<file path="src/rtl/sync_fifo_param_pkg.sv">
// Shared defaults and elaboration-time helpers for the parametrised sync FIFO.
package sync_fifo_param_pkg;

  localparam int unsigned DEF_DATA_W   = 8;
  localparam int unsigned DEF_ADDR_W   = 4;
  localparam int unsigned DEF_AF_LEVEL = 14;
  localparam int unsigned DEF_AE_LEVEL = 2;

  // Pointers carry one extra wrap bit above the RAM address.
  function automatic int unsigned ptr_width(input int unsigned addr_w);
    return addr_w + 32'd1;
  endfunction

  function automatic bit af_level_ok(input int unsigned lvl, input int unsigned addr_w);
    return (lvl >= 32'd1) && (lvl <= (32'd1 << addr_w));
  endfunction

  function automatic bit ae_level_ok(input int unsigned lvl, input int unsigned addr_w);
    return lvl <= ((32'd1 << addr_w) - 32'd1);
  endfunction

endpackage

</file>
<file path="src/rtl/sync_fifo_param_ram.sv">
// Simple dual-port storage: synchronous write, registered read with read-enable.
module sync_fifo_param_ram
  import sync_fifo_param_pkg::*;
#(
  parameter int unsigned DATA_W = DEF_DATA_W,
  parameter int unsigned ADDR_W = DEF_ADDR_W
) (
  input  logic              clk,
  input  logic              rst_n,
  input  logic              i_we,
  input  logic [ADDR_W-1:0] i_waddr,
  input  logic [DATA_W-1:0] i_wdata,
  input  logic              i_re,
  input  logic [ADDR_W-1:0] i_raddr,
  output logic [DATA_W-1:0] o_rdata
);

  localparam int unsigned DEPTH = 32'd1 << ADDR_W;

  logic [DATA_W-1:0] r_mem [DEPTH];
  logic [DATA_W-1:0] r_rdata;

  // Array is not reset so it can map onto a RAM macro.
  always_ff @(posedge clk) begin
    if (i_we) begin
      r_mem[i_waddr] <= i_wdata;
    end
  end

  // Read register holds its value on cycles without a read.
  always_ff @(posedge clk or negedge rst_n) begin
    if (!rst_n) begin
      r_rdata <= '0;
    end else if (i_re) begin
      r_rdata <= r_mem[i_raddr];
    end
  end

  assign o_rdata = r_rdata;

endmodule

</file>
<file path="src/rtl/sync_fifo_param.sv">
// Parametrised single-clock FIFO with fill count, threshold flags and sticky error flags.
module sync_fifo_param
  import sync_fifo_param_pkg::*;
#(
  parameter int unsigned DATA_W   = DEF_DATA_W,
  parameter int unsigned ADDR_W   = DEF_ADDR_W,
  parameter int unsigned AF_LEVEL = DEF_AF_LEVEL,
  parameter int unsigned AE_LEVEL = DEF_AE_LEVEL
) (
  input  logic              clk,
  input  logic              rst_n,
  input  logic              clear,
  input  logic              wr,
  input  logic [DATA_W-1:0] data_in,
  input  logic              rd,
  output logic [DATA_W-1:0] data_out,
  output logic              rd_valid,
  output logic              fifo_full,
  output logic              fifo_empty,
  output logic              almost_full,
  output logic              almost_empty,
  output logic [ADDR_W:0]   count,
  output logic              fifo_overflow,
  output logic              fifo_underflow
);

  localparam int unsigned PTR_W = ptr_width(ADDR_W);
  localparam int unsigned CNT_W = ADDR_W + 32'd1;

  if (!af_level_ok(AF_LEVEL, ADDR_W)) begin : g_bad_af_level
    $error("sync_fifo_param: AF_LEVEL must be in 1..2**ADDR_W");
  end
  if (!ae_level_ok(AE_LEVEL, ADDR_W)) begin : g_bad_ae_level
    $error("sync_fifo_param: AE_LEVEL must be in 0..2**ADDR_W-1");
  end

  logic [PTR_W-1:0] r_wptr;
  logic [PTR_W-1:0] r_rptr;
  logic [CNT_W-1:0] r_count;
  logic             r_rd_valid;
  logic             r_overflow;
  logic             r_underflow;

  logic w_full;
  logic w_empty;
  logic w_we;
  logic w_re;

  // Full when only the wrap bits differ; empty when pointers match exactly.
  assign w_full  = (r_wptr[ADDR_W] != r_rptr[ADDR_W]) &&
                   (r_wptr[ADDR_W-1:0] == r_rptr[ADDR_W-1:0]);
  assign w_empty = (r_wptr == r_rptr);

  // Flush wins over both requests in the same cycle.
  assign w_we = wr && !w_full  && !clear;
  assign w_re = rd && !w_empty && !clear;

  always_ff @(posedge clk or negedge rst_n) begin
    if (!rst_n) begin
      r_wptr      <= '0;
      r_rptr      <= '0;
      r_count     <= '0;
      r_rd_valid  <= 1'b0;
      r_overflow  <= 1'b0;
      r_underflow <= 1'b0;
    end else if (clear) begin
      r_wptr      <= '0;
      r_rptr      <= '0;
      r_count     <= '0;
      r_rd_valid  <= 1'b0;
      r_overflow  <= 1'b0;
      r_underflow <= 1'b0;
    end else begin
      if (w_we) begin
        r_wptr <= r_wptr + PTR_W'(1);
      end
      if (w_re) begin
        r_rptr <= r_rptr + PTR_W'(1);
      end
      unique case ({w_we, w_re})
        2'b10:   r_count <= r_count + CNT_W'(1);
        2'b01:   r_count <= r_count - CNT_W'(1);
        default: r_count <= r_count;
      endcase
      r_rd_valid <= w_re;
      if (wr && w_full) begin
        r_overflow <= 1'b1;
      end
      if (rd && w_empty) begin
        r_underflow <= 1'b1;
      end
    end
  end

  sync_fifo_param_ram #(
    .DATA_W (DATA_W),
    .ADDR_W (ADDR_W)
  ) u_ram (
    .clk     (clk),
    .rst_n   (rst_n),
    .i_we    (w_we),
    .i_waddr (r_wptr[ADDR_W-1:0]),
    .i_wdata (data_in),
    .i_re    (w_re),
    .i_raddr (r_rptr[ADDR_W-1:0]),
    .o_rdata (data_out)
  );

  assign rd_valid       = r_rd_valid;
  assign fifo_full      = w_full;
  assign fifo_empty     = w_empty;
  assign count          = r_count;
  assign almost_full    = (r_count >= CNT_W'(AF_LEVEL));
  assign almost_empty   = (r_count <= CNT_W'(AE_LEVEL));
  assign fifo_overflow  = r_overflow;
  assign fifo_underflow = r_underflow;

endmodule

</file>
<file path="config.mk">
export PLATFORM = sky130hd
export DESIGN_NAME = sync_fifo_param
export DESIGN_NICKNAME = d
export VERILOG_FILES = /design/src/rtl/sync_fifo_param_pkg.sv /design/src/rtl/sync_fifo_param_ram.sv /design/src/rtl/sync_fifo_param.sv
export SDC_FILE = /design/constraint.sdc
export NUM_CORES = 1
export LEC_CHECK = 0
export BUFFER_PORTS_ARGS = -buffer_cell sky130_fd_sc_hd__buf_2
export CAP_MARGIN = 30
export CORE_ASPECT_RATIO = 1.25
export CORE_MARGIN = 2
export CORE_UTILIZATION = 51
export DETAILED_ROUTE_END_ITERATION = 16
export PLACE_DENSITY = 0.71
export SETUP_SLACK_MARGIN = 0.1
export SLEW_MARGIN = 5
export SYNTH_ARGS = -nofsm -noshare
export SYNTH_HDL_FRONTEND = slang
export SYNTH_SLANG_ARGS = --single-unit
</file>
<file path="constraint.sdc">
create_clock -name clk -period 2.8 [get_ports clk]
set_input_delay 0 -clock clk [delete_from_list [all_inputs] [get_ports clk]]
set_output_delay 0 -clock clk [all_outputs]
set_load 0.02 [all_outputs]
</file>
==> tab_implementation.tex <==
\begin{tabular}{lr}
\hline
Metric & Value \\
\hline
\multicolumn{2}{l}{\textbf{Worst setup path}} \\
CP max FO & 5 \\
Largest stage delay, worst path & 550 ps \\
Worst flop-to-flop path endpoint & count[3] \\
Critical path endpoint category & flop \\
Slowest library cell on the worst path & or4\_4 \\
Critical path arrival & 2920 ps \\
CP Launch Point & r\_rptr[2] \\
Worst-path cell chain & xor2\_1 -> or4\_4 -> mux2\_4 -> ha\_1 -> a21o\_1 -> a21oi\_2 -> xor2\_1 -> nor3\_1 -> a21o\_1 \\
Register-to-Register Setup Slack & 180 ps \\
Worst-case reg-to-reg path depth & 9 \\
Critical path class & reg -> reg \\
Worst EP required & 3100 ps \\
Setup crit start kind & flop \\
Beginning of the worst register-to-register path & r\_rptr[2] \\
\multicolumn{2}{l}{\textbf{Power}} \\
Power density normalized to cell area & 756.1 mW/mm2 \\
Maximum ir drop on the vdd rail & 0.4576 mV \\
Standby leakage power & 0.002711 uW \\
\multicolumn{2}{l}{\textbf{Clock tree}} \\
Number of clock buffers inserted by TritonCTS & 17 \\
TritonCTS clock tree & built \\
Later-pin clock latency in the skew report & 410 ps \\
Count of H-tree levels built during CTS & 4 \\
Cell chosen for the clock root & clkbuf\_16 \\
Max Root-Sink Buffers & 2 \\
Clock transition at the registers of the reported paths & 60 ps \\
CTS sink count & 154 \\
\multicolumn{2}{l}{\textbf{Routing}} \\
First-pass iteration count of the detailed router & 4 \\
Total wire length & 12.24 mm \\
Avg Vias per Cell & 5.577 \\
Post-route antenna net violation count & 0 \\
Via count of the routed design & 3430 \\
Drt wl/cell & 19.91 um \\
DRC marker count from the first detailed-route iteration & 349 \\
DRC violations left & 0 \\
\multicolumn{2}{l}{\textbf{Die}} \\
Top-level port count & 33 \\
Die footprint & 0.01354 mm2 \\
Starting density of the core & 0.5266 \\
Area of the placeable core & 0.01222 mm2 \\
Die X-Extent & 104.5 um \\
Placement Rows & 45 \\
Die boundary height & 129.6 um \\
\multicolumn{2}{l}{\textbf{STA}} \\
Maximum operating frequency & 0.3820 GHz \\
Unrepaired setup endpoints after global routing & no \\
Final Max Slew Viols & 0 \\
Fin Setup TNS & 0 ps \\
Portion of the clock cycle consumed by the worst path in the final layout & 0.9350 \\
Final Critical Period & 2618 ps \\
Worst Max-Slew Pin Slew & 609.4 ps \\
Fin. Hold Viols & 0 \\
Post-route clock skew & 9.019 ps \\
Max-slew headroom & 0.5937 \\
Final worst-path setup slack & 182.1 ps \\
Setup violations, final & 0 \\
\multicolumn{2}{l}{\textbf{Yosys}} \\
Number of instances in the synthesized netlist & 366 \\
Syn\_area\_per\_cell & 17.58 um2 \\
Synthesis-stage register bit count & 154 \\
Synth Warn \# & 0 \\
Synthesized Nets & 388 \\
Most common flop cell mapped by yosys & edfxtp\_1 \\
Number of library cell types mapped by synthesis & 41 \\
EDFF count, synth & 128 \\
Post-synthesis instance area & 0.006434 mm2 \\
Async set-reset flop share out of synthesis & 0.1688 \\
Sequential area share after synthesis & 0.6986 \\
\multicolumn{2}{l}{\textbf{Placed design}} \\
Pre-CTS WS & 159.2 ps \\
Placed wire-length estimate after detailed placement & 7.871 mm \\
Last weighted congestion value of the routability-driven placer & 0.8213 \\
Number of input and output port buffers inserted & 32 \\
\multicolumn{2}{l}{\textbf{Global route}} \\
Maximum number of pins on one net before global-route repair & 36 \\
GR Util All Layers & 0.1963 \\
Global-route wire length before repair & 19.63 mm \\
Number of antenna violations at the first check in global routing & 0 \\
Aggregate global routing overflow & 0 \\
Vias in the first global route & 3547 \\
\multicolumn{2}{l}{\textbf{Finish}} \\
Syn-to-layout area delta & 18.55\% \\
Nets@finish & 460 \\
Share of the core filled with cells in the final layout & 0.6243 \\
Number of diodes & 0 \\
Share of post-route cells with drive strength above 1 & 0.3215 \\
Most frequent cells in the layout & 128 x edfxtp\_1, 32 x mux4\_2, 32 x buf\_2, 29 x nor2\_1, 26 x buf\_4 \\
Most common cell after layout, fill and taps aside & edfxtp\_1 \\
\multicolumn{2}{l}{\textbf{Run}} \\
Number of max-capacitance violations reported & 0 \\
\multicolumn{2}{l}{\textbf{Outcome}} \\
Outcome & complete, no violations \\
\multicolumn{2}{l}{\textbf{Hold path}} \\
HP Class & in -> async \\
\hline
\end{tabular}
per-layer routing:
layer,track usage,vias up,wire [um]
met5,0,-,0
met4,0.07711,0,207
met3,0.04427,15,463
met2,0.3372,92,6416
met1,0.2455,1754,5155
li1,-,1569,-
cells by family after synthesis:
family / Yosys count / synth area share
AOI/OAI and AO/OA: 40 / 0.04123
xor gates and xnor gates: 14 / 0.02023
adders and majority gates: 9 / 0.01867
buffers and inverters: 26 / 0.01906
DFF: 154 / 0.6986
muxes: 55 / 0.1505
and+or+nand+nor: 68 / 0.05173
what timing repair did:
action,CTS,global route
hold buffers,13,0
endpoints found under the hold margin,162,0
buffers inserted,0,2
setup endpoints to repair,0,2
resized for setup,0,1
cell type report:
| type | count | area [um2] |
|---|---|---|
| clock buffers | 18 | 439.2 |
| clock inverters | 14 | 117.6 |
| fillers | 890 | 4591 |
| inverters | 7 | 26.28 |
| multi-input cells | 186 | 1838 |
| flip-flops and latches | 154 | 4496 |
| well taps | 164 | 205.2 |
| repair buffers | 72 | 505.5 |
critical path, delay by kind of cell, from the launching register on:
family	cells	cell delay (ps)
simple gates	2	610
compound gates	3	530
flops	1	390
xor+xnor	2	360
mux	1	360
fa+ha+maj	1	270
cells in the mapped netlist, types with 6 or more instances:
master	instances	area (um2)
nor2b_1	10	62.56
mux2_2	10	112.6
ha_1	8	100.1
a21oi_1	13	65.06
mux2i_1	12	120.1
mux4_2	32	720.7
buf_2	8	40.04
nor3_1	7	35.03
edfxtp_1	128	3844
clkbuf_1	7	26.28
a211oi_1	8	60.06
nor2_1	29	108.9
dfrtp_1	26	650.6
inv_1	7	26.28
xor2_1	12	105.1
nand2_1	6	22.52
state kept, by name (all words and copies together), names as in the netlist:
register	flops
count	5
u_ram.r_mem	128
fifo_underflow	1
fifo_overflow	1
r_wptr	5
r_rptr	5
rd_valid	1
u_ram.o_rdata	8
metrics by stage:
| stage | instances | cell area, um2 | hold slack [ps] | power [uW] |
|---|---|---|---|---|
| floorplan | 366 | 6465 | -295.6 | 3421 |
| global placement | 568 | 6923 | 38.77 | 3681 |
| detailed placement | 568 | 6923 | 52.07 | 3712 |
| CTS | 613 | 7610 | 154.0 | 5811 |
| global route | 615 | 7627 | 186.9 | 6006 |
| finish | 615 | 7627 | 135.9 | 5767 |
how the worst max path moves through the flow:
stage	endpoint	slack, ps	depth (start not counted)
6_report	count[3]	180	9
3_3_place_gp	count[3]	250	9
3_5_place_dp	count[4]	160	10
4_1_cts	count[4]	150	10
5_1_grt	count[4]	90	10
2_1_floorplan	count[3]	80	11
power by group:
group	internal, uW	switching [uW]	leakage (uW)
Combinational	461	544	0.000966
Sequential	2590	75.5	0.00149
Clock	1170	923	0.000254
(Power assumes the default switching activity.)
